## src/rtl/tick_bcd_counter_pkg.sv

```systemverilog
// Shared definitions for the tick-driven BCD counter.
//   state_e      : control FSM states (idle / run / pause)
//   BCD_W        : bits per decade digit
//   BCD_MAX      : largest legal digit value
//   bcd_step     : next value of one digit when it counts up or down
//   bcd_terminal : digit is at the value that produces a carry (up) or borrow (down)
package tick_bcd_counter_pkg;

  localparam int unsigned BCD_W = 4;
  localparam logic [BCD_W-1:0] BCD_MAX = 4'd9;

  typedef enum logic [1:0] {
    StIdle  = 2'd0,
    StRun   = 2'd1,
    StPause = 2'd2
  } state_e;

  function automatic logic [BCD_W-1:0] bcd_step(input logic [BCD_W-1:0] q, input logic up);
    logic [BCD_W-1:0] r;
    if (up) begin
      r = (q >= BCD_MAX) ? '0 : q + 4'd1;
    end else begin
      // Out-of-range values cannot occur; map them to 9 so a digit can never stick above 9.
      r = (q == '0 || q > BCD_MAX) ? BCD_MAX : q - 4'd1;
    end
    return r;
  endfunction

  function automatic logic bcd_terminal(input logic [BCD_W-1:0] q, input logic up);
    return up ? (q == BCD_MAX) : (q == '0);
  endfunction

endpackage

```

## src/rtl/tick_bcd_counter_if.sv

```systemverilog
// Control/status bundle between the tick/control source and the BCD counter.
//   master : drives tick, start, stop, clear (and dir); observes bcd, running, wrap
//   slave  : the counter side
// dir exists only when COUNT_DOWN_EN is defined.
interface tick_bcd_counter_if
  import tick_bcd_counter_pkg::*;
#(
  parameter int unsigned DIGITS = 4
);

  logic                    tick;
  logic                    start;
  logic                    stop;
  logic                    clear;
`ifdef COUNT_DOWN_EN
  logic                    dir;
`endif
  logic [BCD_W*DIGITS-1:0] bcd;
  logic                    running;
  logic                    wrap;

`ifdef COUNT_DOWN_EN
  modport master (
    output tick, start, stop, clear, dir,
    input  bcd, running, wrap
  );
  modport slave (
    input  tick, start, stop, clear, dir,
    output bcd, running, wrap
  );
`else
  modport master (
    output tick, start, stop, clear,
    input  bcd, running, wrap
  );
  modport slave (
    input  tick, start, stop, clear,
    output bcd, running, wrap
  );
`endif

endinterface

```

## src/rtl/tick_bcd_counter_bcd_digit.sv

```systemverilog
// One decade cell of the BCD counter.
//   clk, rst_n : clock, asynchronous active-low reset
//   i_clr      : synchronous clear to 0 (wins over i_en)
//   i_en       : count this cycle (all lower digits terminal and a count occurs)
//   i_up       : 1 = increment, 0 = decrement
//   o_q        : current digit value 0..9
//   o_co       : carry (up) / borrow (down) into the next digit, combinational
module bcd_digit
  import tick_bcd_counter_pkg::*;
(
  input  logic             clk,
  input  logic             rst_n,
  input  logic             i_clr,
  input  logic             i_en,
  input  logic             i_up,
  output logic [BCD_W-1:0] o_q,
  output logic             o_co
);

  logic [BCD_W-1:0] r_q;

  always_ff @(posedge clk or negedge rst_n) begin
    if (!rst_n) begin
      r_q <= '0;
    end else if (i_clr) begin
      r_q <= '0;
    end else if (i_en) begin
      r_q <= bcd_step(r_q, i_up);
    end
  end

  assign o_q  = r_q;
  assign o_co = i_en & bcd_terminal(r_q, i_up);

endmodule

```

## src/rtl/tick_bcd_counter.sv

```systemverilog
// Multi-digit BCD counter advanced by a one-cycle tick, with start/stop/clear control FSM.
//   clk, rst_n : clock, asynchronous active-low reset
//   bus        : tick_bcd_counter_if.slave
//                in : tick, start, stop, clear (dir when COUNT_DOWN_EN is defined)
//                out: bcd (digit i at [4i+3:4i]), running (state == RUN), wrap (full-range pulse)
// DIGITS (1..8) must match the DIGITS of the connected interface.
// Optional feature macro: COUNT_DOWN_EN (adds dir; dir=1 counts down).
module tick_bcd_counter
  import tick_bcd_counter_pkg::*;
#(
  parameter int unsigned DIGITS = 4
) (
  input logic             clk,
  input logic             rst_n,
  tick_bcd_counter_if.slave bus
);

  state_e                  r_state;
  state_e                  w_state_d;
  logic                    r_running;
  logic                    w_running_d;
  logic                    r_wrap;
  logic                    w_count;
  logic                    w_up;
  logic                    w_start_only;
  logic                    w_stop_only;
  logic [DIGITS:0]         w_en;
  logic [BCD_W*DIGITS-1:0] w_bcd;

  // start and stop together cancel each other out.
  assign w_start_only = bus.start & ~bus.stop;
  assign w_stop_only  = bus.stop & ~bus.start;

  // State register.
  always_ff @(posedge clk or negedge rst_n) begin
    if (!rst_n) begin
      r_state   <= StIdle;
      r_running <= 1'b0;
    end else begin
      r_state   <= w_state_d;
      r_running <= w_running_d;
    end
  end

  // Next-state logic; clear overrides everything.
  always_comb begin
    w_state_d = r_state;
    unique case (r_state)
      StIdle:  if (w_start_only) w_state_d = StRun;
      StRun:   if (w_stop_only)  w_state_d = StPause;
      StPause: if (w_start_only) w_state_d = StRun;
      default: w_state_d = StIdle;
    endcase
    if (bus.clear) begin
      w_state_d = StIdle;
    end
  end

  // Output logic. Counting is qualified by the current state, so a tick arriving with stop
  // is still counted while a tick arriving with start is not.
  always_comb begin
    w_running_d = (w_state_d == StRun);
    w_count     = (r_state == StRun) & bus.tick & ~bus.clear;
  end

`ifdef COUNT_DOWN_EN
  assign w_up = ~bus.dir;
`else
  assign w_up = 1'b1;
`endif

  // Ripple enable: digit g+1 counts only when digit g carries/borrows.
  assign w_en[0] = w_count;

  for (genvar g = 0; g < int'(DIGITS); g++) begin : g_digit
    bcd_digit u_digit (
      .clk   (clk),
      .rst_n (rst_n),
      .i_clr (bus.clear),
      .i_en  (w_en[g]),
      .i_up  (w_up),
      .o_q   (w_bcd[BCD_W*g +: BCD_W]),
      .o_co  (w_en[g+1])
    );
  end

  // Carry out of the top digit is exactly the full-range wrap event.
  always_ff @(posedge clk or negedge rst_n) begin
    if (!rst_n) begin
      r_wrap <= 1'b0;
    end else begin
      r_wrap <= w_en[DIGITS];
    end
  end

  assign bus.bcd     = w_bcd;
  assign bus.running = r_running;
  assign bus.wrap    = r_wrap;

endmodule

```

## src/flat_wrapper.sv

```systemverilog
// flat-port wrapper written by rule: the top's interface ports become plain ports
module tick_bcd_counter_flat import tick_bcd_counter_pkg::*;
#(
  parameter int unsigned DIGITS = 4
)
  (clk, rst_n, bus_tick, bus_start, bus_stop, bus_clear, bus_bcd, bus_running, bus_wrap);
  tick_bcd_counter_if #(.DIGITS(DIGITS)) bus_i ();
  input logic clk;
  input logic rst_n;
  input wire logic [$bits(bus_i.tick)-1:0] bus_tick;
  input wire logic [$bits(bus_i.start)-1:0] bus_start;
  input wire logic [$bits(bus_i.stop)-1:0] bus_stop;
  input wire logic [$bits(bus_i.clear)-1:0] bus_clear;
  output wire logic [$bits(bus_i.bcd)-1:0] bus_bcd;
  output wire logic [$bits(bus_i.running)-1:0] bus_running;
  output wire logic [$bits(bus_i.wrap)-1:0] bus_wrap;
  assign bus_i.tick = bus_tick;
  assign bus_i.start = bus_start;
  assign bus_i.stop = bus_stop;
  assign bus_i.clear = bus_clear;
  assign bus_bcd = bus_i.bcd;
  assign bus_running = bus_i.running;
  assign bus_wrap = bus_i.wrap;
  tick_bcd_counter #(.DIGITS(DIGITS)) u_core (.clk(clk), .rst_n(rst_n), .bus(bus_i));
endmodule
```

## config.mk

```make
export PLATFORM = sky130hd
export DESIGN_NAME = tick_bcd_counter_flat
export DESIGN_NICKNAME = d
export VERILOG_FILES = /design/src/rtl/tick_bcd_counter_pkg.sv /design/src/rtl/tick_bcd_counter_if.sv /design/src/rtl/tick_bcd_counter_bcd_digit.sv /design/src/rtl/tick_bcd_counter.sv /design/src/flat_wrapper.sv
export SDC_FILE = /design/constraint.sdc
export NUM_CORES = 1
export LEC_CHECK = 0
export BUFFER_PORTS_ARGS = -buffer_cell sky130_fd_sc_hd__buf_2
export CAP_MARGIN = 20
export CORE_MARGIN = 10
export CORE_UTILIZATION = 32
export CTS_CLUSTER_SIZE = 40
export DETAILED_ROUTE_END_ITERATION = 8
export GPL_TIMING_DRIVEN = 0
export PLACE_DENSITY = 0.56
export SKIP_LAST_GASP = 1
export SYNTH_ARGS = -nofsm -noshare
export SYNTH_HDL_FRONTEND = slang
export SYNTH_HIERARCHICAL = 1
export SYNTH_SLANG_ARGS = --single-unit
```

## constraint.sdc

```tcl
create_clock -name clk -period 3.4 [get_ports clk]
set_clock_uncertainty 0.1 [all_clocks]
set_input_delay 0.17 -clock clk [delete_from_list [all_inputs] [get_ports clk]]
set_output_delay 0.17 -clock clk [all_outputs]
set_load 0.005 [all_outputs]
```

# ---- Word level (Yosys, flattened, before mapping)
# Index checks and enable logic that the tools add are counted.
dict set report word_totals {
  regBits 20
  output_inout_bits 18
  elab_cells 55
}
dict set report op_classes {
  add_sub_neg 4
  order_cmp 4
  eq_ne 7
  n_mux 16
  bitwise_logic 11
  reduce_logical 6
}
# op n
set ops {}
lappend ops {{2-to-1 mux 4 bit} 12}
lappend ops {{adder 4 x 1 -> 4 bit (second input constant)} 4}
lappend ops {{== test 4 bit (second input constant)} 4}
lappend ops {{>= comparator 4 bit (second input constant)} 4}
lappend ops {{bitwise AND 1 bit} 8}
lappend ops {{nonzero test 2 bit} 4}
lappend ops {{2-to-1 mux 2 bit} 3}
lappend ops {{== test 2 x 1 -> 1 bit (second input constant)} 2}
lappend ops {{case mux 2 bit (2 select lines)} 1}
lappend ops {{inverter 1 bit} 3}
lappend ops {{== test 2 bit (second input constant)} 1}
lappend ops {{logical NOT 2 bit} 1}
lappend ops {{OR reduction 2 bit} 1}

# ---- Depth between registers and ports, before layout
# Gate-level depths: netlist of run 1.
dict set report depth {
  ltp_word 8
  ltp_mapped 10
  ltp_nobuf 10
}

# ---- By module
# Netlist of run 1, hierarchy kept.
# mod instances cells_per_inst area_each_um2 seq_area_each_um2
set by_module_without_submodules {}
lappend by_module_without_submodules {bcd_digit 4 46 426.7 100.1}
lappend by_module_without_submodules {tick_bcd_counter 1 15 186.4 100.1}

# ---- Least setup slack after synthesis of run 1
# Ideal clock, no wire load.
dict set report synth_timing {
  path_kind {register to register}
  from {reg u_core.g_digit[0].u_digit.r_q[1]}
  to {reg u_core.g_digit[3].u_digit.r_q[1]}
  setup_ns 0.073
  arrival_ns 2.694
  t_required_ns 3.227
  setup_slack_ns 0.533
  path_stages_with_launch 10
  n_path_buf 0
  period_less_slack_ns 2.867
  path_cell_list {dfrtp_1 > inv_1 > ha_1 > a31oi_1 > nor3b_1 > nor3b_1 > nor3b_1 > o211ai_1 > o21bai_1 > a21oi_2}
}
dict set report synth_between {
  elab_chain_len 5
}
# element line
set synth_lines {}
lappend synth_lines {{start: declaration} tick_bcd_counter_bcd_digit.sv:20} ;# logic [BCD_W-1:0] r_q;
lappend synth_lines {{start signal: assignment} tick_bcd_counter_bcd_digit.sv:28} ;# r_q <= bcd_step(r_q, i_up);
lappend synth_lines {{== test 4 bit} tick_bcd_counter_pkg.sv:30} ;# return up ? (q == BCD_MAX) : (q == '0);
lappend synth_lines {{bitwise AND 1 bit} tick_bcd_counter_bcd_digit.sv:33} ;# assign o_co = i_en & bcd_terminal(r_q, i_up);
lappend synth_lines {{named net u_core.w_en[1]} tick_bcd_counter.sv:27} ;# logic [DIGITS:0] w_en;
lappend synth_lines {{bitwise AND 1 bit} tick_bcd_counter_bcd_digit.sv:33}
lappend synth_lines {{named net u_core.w_en[2]} tick_bcd_counter.sv:27}
lappend synth_lines {{bitwise AND 1 bit} tick_bcd_counter_bcd_digit.sv:33}
lappend synth_lines {{named net u_core.w_en[3]} tick_bcd_counter.sv:27}
lappend synth_lines {{nonzero test 2 bit (no source line)} n/a}
lappend synth_lines {{end signal: assignment} tick_bcd_counter_bcd_digit.sv:28}
lappend synth_lines {{end: declaration} tick_bcd_counter_bcd_digit.sv:20}
# The timed path passes the listed nets, and every way through them passes these cells.
# A chain may end at the register's enable or synchronous reset.

# ---- Worst setup path in the final report of run 1
dict set report layout_timing {
  from {reg u_core.g_digit[0].u_digit.r_q[1]}
  to {reg u_core.g_digit[3].u_digit.r_q[3]}
}
# Same word-level chain as after synthesis.

==> tab_implementation.tex, run 1 <==
\begin{tabular}{lr}
\hline
Metric & Value \\
\hline
\multicolumn{2}{l}{\textbf{Route}} \\
Residual DRC & 0 \\
Total wirelength of the detailed-routed design & 4.12 mm \\
Number of nets with antenna violations after detailed routing & 0 \\
Average detailed-routed wire length per instance & 13.3 um \\
Pre-antenna DRT Iters & 4 \\
Iteration-0 DRC Markers & 57 \\
Detailed-route via count & 1,496 \\
Post-DR vias/cell & 4.83 \\
\multicolumn{2}{l}{\textbf{Yosys}} \\
Synthesized flop and latch total & 20 \\
Top post-synthesis cells by area & dfrtp\_1 (26\%), ha\_1 (7.9\%), nor3b\_1 (6.3\%) \\
Xor/xnor cell area share of the yosys netlist & 5.55\% \\
Fraction of the mapped netlist area in adder cells & 7.93\% \\
Main combinational cell family by area after synthesis & simple AND/OR/NAND/NOR gates \\
Synth async-reset ratio & 100\% \\
Proportion of synthesized area in mux cells & 0\% \\
Top cell type's share of synthesized area & 26.4\% \\
Post-synthesis compound-gate area fraction & 20.2\% \\
Syn\_area\_per\_cell & 9.51 sq um \\
Number of enable-type register cells in the synthesized netlist & 0 \\
Library cell with the largest summed area after synthesis & dfrtp\_1 \\
YS warnings & 6 \\
Number of cells produced by synthesis & 199 \\
Most common cell in the synthesized netlist & dfrtp\_1 \\
Sequential share of the synthesized area & 26.4\% \\
Number of unique standard cell types used by synthesis & 35 \\
Commonest cells post-synth & dfrtp\_1 (20), nor3b\_1 (16), ha\_1 (12), nand2\_1 (12), nand2b\_1 (10) \\
Top flip-flop cell by instance count after synthesis & dfrtp\_1 \\
Synth Cell Area & 1890 sq um \\
Synthesized-area fraction occupied by and/or/nand/nor cells & 31.7\% \\
\multicolumn{2}{l}{\textbf{Finish}} \\
Cell Count, Final, Fillers Out & 310 \\
Fill cell instance count of the final layout & 591 \\
Area growth, synth to finish & 18.1\% \\
Area taken by flip-flops and latches & 500 sq um \\
Fin area & 2240 sq um \\
Fraction of final layout cells sized beyond drive strength 1 & 29.4\% \\
End-of-flow core utilization & 39.9\% \\
Count of antenna diodes in the layout & 0 \\
Final \#Nets & 257 \\
Combined area of the multi-input logic cells & 1300 sq um \\
\multicolumn{2}{l}{\textbf{Clocking}} \\
Clock tree from TritonCTS & built \\
Clock transition time at the flip-flop clock pins of the worst setup and hold paths & 80 ps \\
Clk\_lat worst skew & 260 ps \\
Clock buffers created by TritonCTS & 3 \\
H-tree depth reported by CTS & 1 \\
Total number of clock tree sinks & 20 \\
Clock root cell & clkbuf\_8 \\
Number of buffers between clock root and the deepest sink & 2 \\
\multicolumn{2}{l}{\textbf{Run status}} \\
Outcome & finished clean \\
\multicolumn{2}{l}{\textbf{Pwr}} \\
Maximum VDD drop & 0.191 mV \\
Power density over the cells & 249 nW/um\^{}2 \\
Leakage component of the power & 1.04 nW \\
\multicolumn{2}{l}{\textbf{Placement}} \\
Standard cell area after detailed placement & 2140 sq um \\
Number of buffers added on ports & 23 \\
Final estimated routing congestion in global placement & 0.785 \\
DP HPWL & 2.94 mm \\
Number of placed instances with taps included & 305 \\
\multicolumn{2}{l}{\textbf{Critical path}} \\
Crit path launch & u\_core/g\_digit[0].u\_digit/o\_q[1] \\
Critical path fanouts, max & 7 \\
Critical path start-end classification & reg2reg \\
Category of the worst setup path launch point & flip-flop \\
CP arrival & 3100 ps \\
Kind of capture point of the worst setup path & flip-flop \\
Cell depth of the worst flop-to-flop path & 9 \\
R2r startpoint & u\_core/g\_digit[0].u\_digit/o\_q[1] \\
Data required time at the worst endpoint & 3500 ps \\
\multicolumn{2}{l}{\textbf{Timing}} \\
Transition at the pin with the smallest max-transition slack & 532 ps \\
Share of the clock period used by the worst path & 88.3\% \\
Final hold viol count & 0 \\
Post-route worst hold slack & 144 ps \\
Slew Limit Headroom & 64.5\% \\
Final period demand of the worst path & 3000 ps \\
Final setup viols & 0 \\
Setup repair after global routing missed its margin & false \\
Maximum operating frequency & 333 MHz \\
Final Max Tran Viols & 0 \\
Setup tns final & 0 ps \\
\multicolumn{2}{l}{\textbf{Floorplanning}} \\
Die H & 96.9 um \\
Area inside the core boundary & 5610 sq um \\
Top Ports & 24 \\
Area of the die & 9390 sq um \\
Initial Utilization & 33.8\% \\
Site row count & 27 \\
Die width & 96.9 um \\
\multicolumn{2}{l}{\textbf{GRT}} \\
Pin count of the biggest net entering global routing & 25 \\
Global-route wire length before repair & 7.44 mm \\
Total overflow reported by the global router & 0 \\
Number of antenna violations at the first check in global routing & 0 \\
Via count of the first global-routing pass & 1,493 \\
Overall fraction of global-route tracks in use & 8.99\% \\
\multicolumn{2}{l}{\textbf{Hold path}} \\
Worst hold start & bus\_start \\
Hold Crit Depth & 4 \\
Path class of the lowest-slack min-delay path & in2reg \\
\multicolumn{2}{l}{\textbf{Flow run}} \\
Number of violations of the max-capacitance limit & 0 \\
\hline
\end{tabular}
==> per-stage QoR <==
stage	worst slack (ps)	power, mW
floorplan	533	0.295
global placement	-390	0.316
detailed placement	-319	0.316
CTS	130	0.568
global route	94.7	0.589
finish	398	0.557
==> layout make-up <==
cell class              count  area share, %
plain buffers              12           5.37
clock buffers               3           1.85
clock inverters             1           1.34
inverters                   8           1.34
multi-input cells         170           58.1
flip-flops and latches     20           22.4
well taps                  72           4.03
repair buffers             24           5.60
==> what timing repair did <==
action,4_1_cts,5_1_grt
gates cloned,0,0
gates resized for setup,2,1
hold buffers,1,0
setup buffers,0,0
endpoints found under the setup margin,5,5
endpoints found under the hold margin,20,0
==> kinds of logic after synthesis <==
family,Yosys count
simple gates,84
compound gates,50
buf+inv,20
flops,20
xor+xnor,12
fa+ha+maj,12
other cells,1
==> metal layers <==
layer  part of all wire (%)  vias to the layer above  wire (um)  GRT usage [%]
met3                    3.8                        0        157           2.77
met5                      0                        -          0              0
met4                      0                        0          0          0.676
li1                       -                      772          -              -
met1                     52                      705       2120           12.3
met2                     45                       19       1840           14.0
==> final timing paths <==
kind	slack [ps]	endpoint
min	140	u_core/r_state[1]
min reg2reg	490	u_core/r_state[1]
max reg2reg	400	u_core/g_digit[3].u_digit/o_q[3]
min in group asynchronous	290	u_core/g_digit[2].u_digit/o_q[0]
max	400	u_core/g_digit[3].u_digit/o_q[3]
max in group asynchronous	2570	u_core/g_digit[1].u_digit/o_q[1]
==> flip-flops by register name (all words and copies together) (netlist names) <==
name	flops
u_core/g_digit.u_digit/o_q	16
u_core/bus.wrap	1
u_core/r_state	2
u_core/bus.running	1
==> where the power goes <==
part | switching [mW] | internal [mW] | leakage, nW | total [mW]
Sequential | 0.00332 | 0.241 | 0.278 | 0.244
Clock | 0.0853 | 0.157 | 0.0357 | 0.243
Combinational | 0.0389 | 0.0311 | 0.730 | 0.0700
Total | 0.128 | 0.429 | 1.04 | 0.557
==> worst max-delay path, stage by stage, from the launching register on <==
cell	delay (ps)
dfrtp_1	460
inv_1	110
ha_1	230
a31oi_1	120
nor3b_2	430
nor3b_2	480
nor3b_2	500
o21ai_1	150
nor2_2	180
a31o_1	170
==> placed cells by master, fill, tap and decap left out, types with 3 or more instances in the layout <==
cell      count
inv_1         8
nor3_2        4
a21o_1        4
nand3_1       4
xnor2_1       8
nor2_1        6
buf_2        23
nor3b_2       3
o311ai_0      4
a21oi_1       4
o21bai_1      4
nor2b_2       4
nand2b_1     10
nor2_2        4
nor3_1        4
o211ai_1      4
nand2_1      12
clkbuf_8      3
nand3b_1      9
or2b_1        4
o22ai_2       4
o21ai_1       4
nor3b_4       4
xor2_1        4
nor3b_1      13
buf_6         8
ha_1         12
o21ai_0       4
conb_1       12
dfrtp_1      20
a31oi_1       4
a21oi_2       5
buf_4         4
a31o_1        8
Note: power is estimated with default switching activity, not from simulation.
==> run 2: changes to the inputs <==
- PLACE_DENSITY: 0.56 -> 0.58
- SYNTH_HIERARCHICAL: 1 -> unset
==> tab_implementation.tex, run 2 <==
\begin{tabular}{lr}
\hline
Metric & Value \\
\hline
\multicolumn{2}{l}{\textbf{Run status}} \\
Outcome & finished clean \\
\multicolumn{2}{l}{\textbf{Pwr}} \\
Leakage component of the power & 0.668 nW (-36\%) \\
Power Total & 451 uW (-19\%) \\
Maximum VDD drop & 0.202 mV (+5.9\%) \\
Power density over the cells & 320 nW/um\^{}2 (+28\%) \\
\multicolumn{2}{l}{\textbf{Route}} \\
Total wirelength of the detailed-routed design & 2.55 mm (-38\%) \\
Pre-antenna DRT Iters & 4 (unchanged) \\
Post-DR vias/cell & 4.90 (+1.4\%) \\
Number of nets with antenna violations after detailed routing & 0 (unchanged) \\
Detailed-route via count & 979 (-35\%) \\
Residual DRC & 0 (unchanged) \\
Iteration-0 DRC Markers & 23 (-60\%) \\
Average detailed-routed wire length per instance & 12.7 um (-4.3\%) \\
\multicolumn{2}{l}{\textbf{GRT}} \\
Most Crowded Layer GR & met2 \\
Global Route met1 Usage & 9.03\% (-3.2 points) \\
Met2 track demand over resource & 14.6\% (+0.56 points) \\
GRT met3 Usage & 3.34\% (+0.57 points) \\
Number of antenna violations at the first check in global routing & 0 (unchanged) \\
Overall fraction of global-route tracks in use & 8.31\% (-0.68 points) \\
Total overflow reported by the global router & 0 (unchanged) \\
Global-route wire length before repair & 4.37 mm (-41\%) \\
Pin count of the biggest net entering global routing & 21 (-16\%) \\
Via count of the first global-routing pass & 924 (-38\%) \\
\multicolumn{2}{l}{\textbf{Placement}} \\
Number of placed instances with taps included & 195 (-36\%) \\
Standard cell area after detailed placement & 1350 sq um (-37\%) \\
Worst-case setup slack after placement & 1230 ps (+1540 ps) \\
Number of buffers added on ports & 23 (unchanged) \\
Final estimated routing congestion in global placement & 0.743 (-5.4\%) \\
DP HPWL & 2.03 mm (-31\%) \\
\multicolumn{2}{l}{\textbf{Critical path}} \\
Cell depth of the worst flop-to-flop path & 6 (-3) \\
Crit path launch & u\_core.g\_digit[0].u\_digit.o\_q[1] \\
Kind of capture point of the worst setup path & flip-flop \\
R2r startpoint & u\_core.g\_digit[0].u\_digit.o\_q[1] \\
Category of the worst setup path launch point & flip-flop \\
CP arrival & 2250 ps (-850 ps) \\
Critical path fanouts, max & 7 (unchanged) \\
Data required time at the worst endpoint & 3480 ps (-20 ps) \\
Critical path start-end classification & reg2reg \\
\multicolumn{2}{l}{\textbf{Clocking}} \\
Clock buffers created by TritonCTS & 3 (unchanged) \\
Total number of clock tree sinks & 20 (unchanged) \\
H-tree depth reported by CTS & 1 (unchanged) \\
Resized Gates After CTS & 0 (-2) \\
Post CTS Setup Buffer Count & 0 (unchanged) \\
Clock tree from TritonCTS & built \\
Number of buffers between clock root and the deepest sink & 2 (unchanged) \\
Clk\_lat worst skew & 260 ps (about the same) \\
Quantity of hold-fixing buffers added after cts & 1 (unchanged) \\
Clock root cell & clkbuf\_8 \\
Clock transition time at the flip-flop clock pins of the worst setup and hold paths & 70 ps (about the same) \\
\multicolumn{2}{l}{\textbf{Timing}} \\
Final period demand of the worst path & 2180 ps (-826 ps) \\
Final Max Tran Viols & 0 (unchanged) \\
Setup repair after global routing missed its margin & false \\
Share of the clock period used by the worst path & 64.0\% (-24 points) \\
Transition at the pin with the smallest max-transition slack & 673 ps (+141 ps) \\
Setup tns final & 0 ps (unchanged) \\
Maximum operating frequency & 460 MHz (+38\%) \\
Worst-case setup margin in the final layout & 1220 ps (+826 ps) \\
Final setup viols & 0 (unchanged) \\
Final hold viol count & 0 (unchanged) \\
Post-route worst hold slack & 69.0 ps (-74.5 ps) \\
Slew Limit Headroom & 54.7\% (-9.8 points) \\
\multicolumn{2}{l}{\textbf{Yosys}} \\
YS warnings & 0 (-6) \\
Sequential share of the synthesized area & 42.7\% (+16 points) \\
Top flip-flop cell by instance count after synthesis & dfrtp\_1 \\
Number of unique standard cell types used by synthesis & 35 (unchanged) \\
Syn\_area\_per\_cell & 9.30 sq um (-2.2\%) \\
Number of enable-type register cells in the synthesized netlist & 0 (unchanged) \\
Top cell type's share of synthesized area & 42.7\% (+16 points) \\
Synthesized flop and latch total & 20 (unchanged) \\
Commonest cells post-synth & dfrtp\_1 (20), ha\_1 (12), a21oi\_1 (11), nor2\_1 (11) \\
Library cell with the largest summed area after synthesis & dfrtp\_1 \\
Synth Cell Area & 1170 sq um (-38\%) \\
Top post-synthesis cells by area & dfrtp\_1 (43\%), ha\_1 (13\%), a21oi\_1 (4.7\%) \\
Number of cells produced by synthesis & 126 (-37\%) \\
Most common cell in the synthesized netlist & dfrtp\_1 \\
Synth async-reset ratio & 100\% (unchanged) \\
Synthesized netlist net count & 144 \\
\multicolumn{2}{l}{\textbf{Finish}} \\
Combined area of the multi-input logic cells & 626 sq um (-52\%) \\
End-of-flow core utilization & 41.0\% (+1.1 points) \\
Fill cell instance count of the final layout & 355 (-40\%) \\
Fraction of final layout cells sized beyond drive strength 1 & 20.8\% (-8.6 points) \\
Cell Count, Final, Fillers Out & 200 (-35\%) \\
Count of antenna diodes in the layout & 0 (unchanged) \\
Fin area & 1410 sq um (-37\%) \\
Highest-count cells in the layout ignoring fill and taps & buf\_2 (24), dfrtp\_1 (20), ha\_1 (12) \\
Most common cell after layout, fill and taps aside & buf\_2 \\
Flip-flop count of the largest register, all copies and words added & 16 (unchanged) \\
Area growth, synth to finish & 20.3\% \\
Final \#Nets & 173 (-33\%) \\
Area taken by flip-flops and latches & 500 sq um (unchanged) \\
\multicolumn{2}{l}{\textbf{Floorplanning}} \\
Site row count & 21 (-22\%) \\
Initial Utilization & 34.1\% (+0.30 points) \\
Area of the die & 6490 sq um (-31\%) \\
Top Ports & 24 (unchanged) \\
Area inside the core boundary & 3440 sq um (-39\%) \\
Die H & 80.5 um (-17\%) \\
Die width & 80.5 um (-17\%) \\
\multicolumn{2}{l}{\textbf{Hold path}} \\
Hold Crit Depth & 2 (-2) \\
Worst hold start & bus\_clear \\
Path class of the lowest-slack min-delay path & in2reg \\
\multicolumn{2}{l}{\textbf{Flow run}} \\
Number of violations of the max-capacitance limit & 0 (unchanged) \\
\hline
\end{tabular}
==> run 2: final cells by class <==
type | count | area share (%)
multi-input cells | 94 | 44.4
repair buffers | 24 | 8.87
plain buffers | 2 | 0.621
clock buffers | 4 | 3.90
well taps | 46 | 4.08
inverters | 10 | 2.66
flip-flops and latches | 20 | 35.5
==> run 2: kinds of logic after synthesis <==
| family | Yosys count | synth area share (%) |
|---|---|---|
| simple gates | 51 | 24.3 |
| compound gates | 29 | 14.6 |
| flops | 20 | 42.7 |
| buf+inv | 12 | 3.95 |
| fa+ha+maj | 12 | 12.8 |
| xor+xnor | 1 | 0.747 |
| mux | 1 | 0.854 |
==> run 2: where the power goes <==
| part | switching, mW | internal, mW |
|---|---|---|
| Sequential | 0.00264 | 0.240 |
| Clock | 0.0765 | 0.103 |
| Combinational | 0.0171 | 0.0111 |
| Total | 0.0962 | 0.354 |
==> run 2: final timing paths <==
path | endpoint | slack [ps]
min in group asynchronous | u_core.g_digit[2].u_digit.o_q[0] | 290
setup / recovery | u_core.g_digit[2].u_digit.o_q[2] | 1220
max in group asynchronous | u_core.g_digit[3].u_digit.o_q[3] | 2600
hold / removal | u_core.g_digit[3].u_digit.o_q[2] | 70
hold reg to reg | u_core.bus.wrap | 420
setup reg to reg | u_core.g_digit[2].u_digit.o_q[2] | 1220
==> run 2: layer usage <==
| layer | wire length (um) | vias up | part of all wire, % |
|---|---|---|---|
| li1 | - | 494 | - |
| met1 | 1120 | 465 | 44 |
| met2 | 1260 | 18 | 49 |
| met3 | 153 | 2 | 6.0 |
| met4 | 20 | 0 | 0.79 |
| met5 | 0 | - | 0 |
==> run 2: worst max-delay path, stage by stage, from the launching register on <==
cell and delay [ps]:
dfrtp_1 430, inv_1 100, ha_1 160, nand3b_1 200
or3_4 460, or4b_1 510, a21oi_1 140
==> run 3: changes to the inputs <==
- ABC_AREA: unset -> 1
- clock period: 3.4 -> 2.1 ns (I/O delays scaled with it)
==> tab_implementation.tex, run 3 <==
\begin{tabular}{lr}
\hline
Metric & Value \\
\hline
\multicolumn{2}{l}{\textbf{Run status}} \\
Outcome & finished clean \\
\multicolumn{2}{l}{\textbf{GRT}} \\
Overall fraction of global-route tracks in use & 7.94\% (-0.38 points) \\
Pin count of the biggest net entering global routing & 21 (unchanged) \\
Number of antenna violations at the first check in global routing & 0 (unchanged) \\
Total overflow reported by the global router & 0 (unchanged) \\
Global-route wire length before repair & 4.77 mm (+9.0\%) \\
Via count of the first global-routing pass & 1,065 (+15\%) \\
\multicolumn{2}{l}{\textbf{Yosys}} \\
Library cell with the largest summed area after synthesis & dfrtp\_1 \\
YS warnings & 0 (unchanged) \\
Synthesized netlist net count & 179 (+24\%) \\
Top post-synthesis cells by area & dfrtp\_1 (38\%), ha\_1 (12\%), nand2\_1 (12\%) \\
Top flip-flop cell by instance count after synthesis & dfrtp\_1 \\
Synth async-reset ratio & 100\% (unchanged) \\
Synthesized-area fraction occupied by and/or/nand/nor cells & 33.6\% (+9.2 points) \\
Synth Cell Area & 1300 sq um (+11\%) \\
Main combinational cell family by area after synthesis & simple AND/OR/NAND/NOR gates \\
Number of cells produced by synthesis & 161 (+28\%) \\
Fraction of the mapped netlist area in adder cells & 11.5\% (-1.3 points) \\
Sequential share of the synthesized area & 38.5\% (-4.2 points) \\
Post-synthesis compound-gate area fraction & 6.92\% (-7.7 points) \\
Top cell type's share of synthesized area & 38.5\% (-4.2 points) \\
Xor/xnor cell area share of the yosys netlist & 3.37\% (+2.6 points) \\
Syn\_area\_per\_cell & 8.08 sq um (-13\%) \\
Proportion of synthesized area in mux cells & 0\% (-0.85 points) \\
Most common cell in the synthesized netlist & nand2\_1 \\
Synthesized flop and latch total & 20 (unchanged) \\
Commonest cells post-synth & nand2\_1 (40), dfrtp\_1 (20), nand3\_1 (18) \\
Number of enable-type register cells in the synthesized netlist & 0 (unchanged) \\
Number of unique standard cell types used by synthesis & 23 (-34\%) \\
\multicolumn{2}{l}{\textbf{Critical path}} \\
Critical path start-end classification & reg2reg \\
Worst reg2reg path endpoint & u\_core.g\_digit[3].u\_digit.o\_q[2] \\
Crit path launch & u\_core.g\_digit[2].u\_digit.o\_q[1] \\
Cell depth of the worst flop-to-flop path & 8 (+2) \\
Critical path's top delay family & simple AND/OR/NAND/NOR gates \\
CP arrival & 1650 ps (-600 ps) \\
Category of the worst setup path launch point & flip-flop \\
Worst setup slack for register-to-register paths & 550 ps (-670 ps) \\
Most prevalent standard cell on the critical path & nand2\_1 \\
Critical path fanouts, max & 6 (-1) \\
Data required time at the worst endpoint & 2200 ps (-1280 ps) \\
Kind of capture point of the worst setup path & flip-flop \\
Slowest cell on the critical path & dfrtp\_1 \\
Worst Path Buf+Inv & 1 (unchanged) \\
Cell-by-cell trace of the critical path & inv\_1, ha\_1, nand2\_1, nor2\_1, nand4\_4, nand2\_2, nand2\_1, nand2\_1 \\
Crit path largest cell delay & 440 ps (-70 ps) \\
R2r startpoint & u\_core.g\_digit[2].u\_digit.o\_q[1] \\
\multicolumn{2}{l}{\textbf{Placement}} \\
Number of buffers added on ports & 23 (unchanged) \\
DP HPWL & 2.10 mm (+3.6\%) \\
Worst-case setup slack after placement & 567 ps (-658 ps) \\
Standard cell area after detailed placement & 1480 sq um (+10\%) \\
Final estimated routing congestion in global placement & 0.766 (+3.1\%) \\
\multicolumn{2}{l}{\textbf{Pwr}} \\
Sequential share of power & 49.5\% (-4.4 points) \\
Share of power burned in the clock network & 34.8\% (-5.0 points) \\
Net switching power & 249 uW (+160\%) \\
Leakage component of the power & 0.824 nW (+23\%) \\
Switching share of power & 28.5\% (+7.1 points) \\
Maximum VDD drop & 0.194 mV (-3.8\%) \\
Internal & 627 uW (+77\%) \\
Part of the power in combinational logic & 15.7\% (+9.4 points) \\
Power density over the cells & 567 nW/um\^{}2 (+77\%) \\
\multicolumn{2}{l}{\textbf{Finish}} \\
Fin area & 1540 sq um (+9.5\%) \\
Fill cell instance count of the final layout & 416 (+17\%) \\
End-of-flow core utilization & 38.9\% (-2.1 points) \\
Count of antenna diodes in the layout & 0 (unchanged) \\
Flip-flop count of the largest register, all copies and words added & 16 (unchanged) \\
Area growth, synth to finish & 18.7\% \\
Most common cell after layout, fill and taps aside & nand2\_1 \\
Final \#Nets & 208 (+20\%) \\
Fraction of final layout cells sized beyond drive strength 1 & 23.3\% (+2.5 points) \\
Highest-count cells in the layout ignoring fill and taps & nand2\_1 (40), buf\_2 (24), dfrtp\_1 (20) \\
\multicolumn{2}{l}{\textbf{Floorplanning}} \\
Area of the die & 7020 sq um (+8.2\%) \\
Initial Utilization & 32.8\% (-1.3 points) \\
Area inside the core boundary & 3970 sq um (+15\%) \\
Die H & 83.8 um (+4.0\%) \\
Site row count & 23 (+9.5\%) \\
Die width & 83.8 um (+4.0\%) \\
Top Ports & 24 (unchanged) \\
\multicolumn{2}{l}{\textbf{Timing}} \\
Final setup viols & 0 (unchanged) \\
Worst-case setup margin in the final layout & 553 ps (-671 ps) \\
Final Max Tran Viols & 0 (unchanged) \\
Maximum operating frequency & 646 MHz (+41\%) \\
Final period demand of the worst path & 1550 ps (-629 ps) \\
Final hold viol count & 0 (unchanged) \\
Setup repair after global routing missed its margin & false \\
Transition at the pin with the smallest max-transition slack & 454 ps (-219 ps) \\
Share of the clock period used by the worst path & 73.7\% (+9.7 points) \\
Slew Limit Headroom & 69.7\% (+15 points) \\
Setup tns final & 0 ps (unchanged) \\
\multicolumn{2}{l}{\textbf{Route}} \\
Residual DRC & 0 (unchanged) \\
Post-DR vias/cell & 4.62 (-5.6\%) \\
Iteration-0 DRC Markers & 57 (+150\%) \\
Detailed-route via count & 1,104 (+13\%) \\
Average detailed-routed wire length per instance & 11.5 um (-9.2\%) \\
Pre-antenna DRT Iters & 3 (-1) \\
Number of nets with antenna violations after detailed routing & 0 (unchanged) \\
Total wirelength of the detailed-routed design & 2.76 mm (+8.4\%) \\
\multicolumn{2}{l}{\textbf{Flow run}} \\
Number of violations of the max-capacitance limit & 0 (unchanged) \\
\multicolumn{2}{l}{\textbf{Clocking}} \\
Clock root cell & clkbuf\_8 \\
Clock buffers created by TritonCTS & 3 (unchanged) \\
Number of buffers between clock root and the deepest sink & 2 (unchanged) \\
Total number of clock tree sinks & 20 (unchanged) \\
Clock tree from TritonCTS & built \\
Clk\_lat worst skew & 260 ps (about the same) \\
H-tree depth reported by CTS & 1 (unchanged) \\
Clock transition time at the flip-flop clock pins of the worst setup and hold paths & 80 ps (about the same) \\
\multicolumn{2}{l}{\textbf{Hold path}} \\
Hold Crit Depth & 4 (+2) \\
Worst hold start & bus\_start \\
Path class of the lowest-slack min-delay path & in2reg \\
Endpoint with the worst hold slack & u\_core.r\_state[1] \\
\hline
\end{tabular}
[run 3: changes by cell type after synthesis, sizes merged, moves of 8 or more]
cell   before  now
nand2      10   43
nand3       5   21
inv        10   19
a21oi      11    3
[run 3: routing by layer]
| layer | vias up | track usage [%] | routed length, um |
|---|---|---|---|
| li1 | 581 | - | - |
| met1 | 499 | 9.44 | 1380 |
| met2 | 18 | 12.7 | 1190 |
| met3 | 6 | 2.44 | 137 |
| met4 | 0 | 3.65 | 55 |
| met5 | - | 0 | 0 |
[run 3: metrics by stage]
stage / instances / hold slack [ps] / power (mW)
after floorplan: 161 / -291 / 0.523
after global placement: 234 / -16.6 / 0.579
after detailed placement: 234 / -8.63 / 0.580
after CTS: 239 / 37.8 / 0.887
after global routing: 239 / 48.1 / 0.928
final: 239 / 51.2 / 0.876
[run 3: cells by family (layout without fill, tap and decap cells)]
logic type	count (synthesis)	count (layout)
AO/OA/AOI/OAI	17	17
flip-flops	20	20
adder cells (fa/ha/maj)	12	12
AND/OR/NAND/NOR	86	86
buffers and inverters	21	49
XOR/XNOR	5	5
[run 3: cell type report]
| type | count | area (sq um) | share of cell area [%] |
|---|---|---|---|
| Multi-Input combinational cell | 120 | 721 | 46.7 |
| Sequential cell | 20 | 500 | 32.4 |
| Timing Repair Buffer | 24 | 125 | 8.10 |
| Inverter | 19 | 71.3 | 4.62 |
| Tap cell | 50 | 62.6 | 4.05 |
| Clock buffer | 4 | 55.1 | 3.57 |
| Buffer | 2 | 8.76 | 0.567 |
[run 3: worst register-to-register path: stages, from the launching register on]
cell	delay (ps)
dfrtp_1	440
inv_1	120
ha_1	170
nand2_1	60
nor2_1	180
nand4_4	170
nand2_2	130
nand2_1	50
nand2_1	70
[run 3: timing repair]
action | 4_1_cts | 5_1_grt
setup buffers | 0 | 0
hold buffers | 1 | 0
resized for setup | 0 | 0
endpoints found under the hold margin | 20 | 0
[run 3: power groups by stage]
| stage | Clock, mW | Combinational, mW | Sequential [mW] |
|---|---|---|---|
| 2_1_floorplan | 0 | 0.0866 | 0.436 |
| 3_3_place_gp | 0 | 0.137 | 0.441 |
| 3_5_place_dp | 0 | 0.138 | 0.442 |
| 4_1_cts | 0.312 | 0.140 | 0.434 |
| 5_1_grt | 0.325 | 0.163 | 0.439 |
| 6_report | 0.305 | 0.137 | 0.434 |
[run 3: how the worst max path moves through the flow]
stage | cells past startpoint | to | slack (ps)
after detailed placement | 8 | u_core.g_digit[3].u_digit.o_q[0] | 570
final | 8 | u_core.g_digit[3].u_digit.o_q[2] | 550
after CTS | 8 | u_core.g_digit[3].u_digit.o_q[2] | 530
after global placement | 8 | u_core.g_digit[3].u_digit.o_q[1] | 590
after global routing | 8 | u_core.g_digit[3].u_digit.o_q[2] | 390
after floorplan | 8 | u_core.g_digit[3].u_digit.o_q[0] | 740
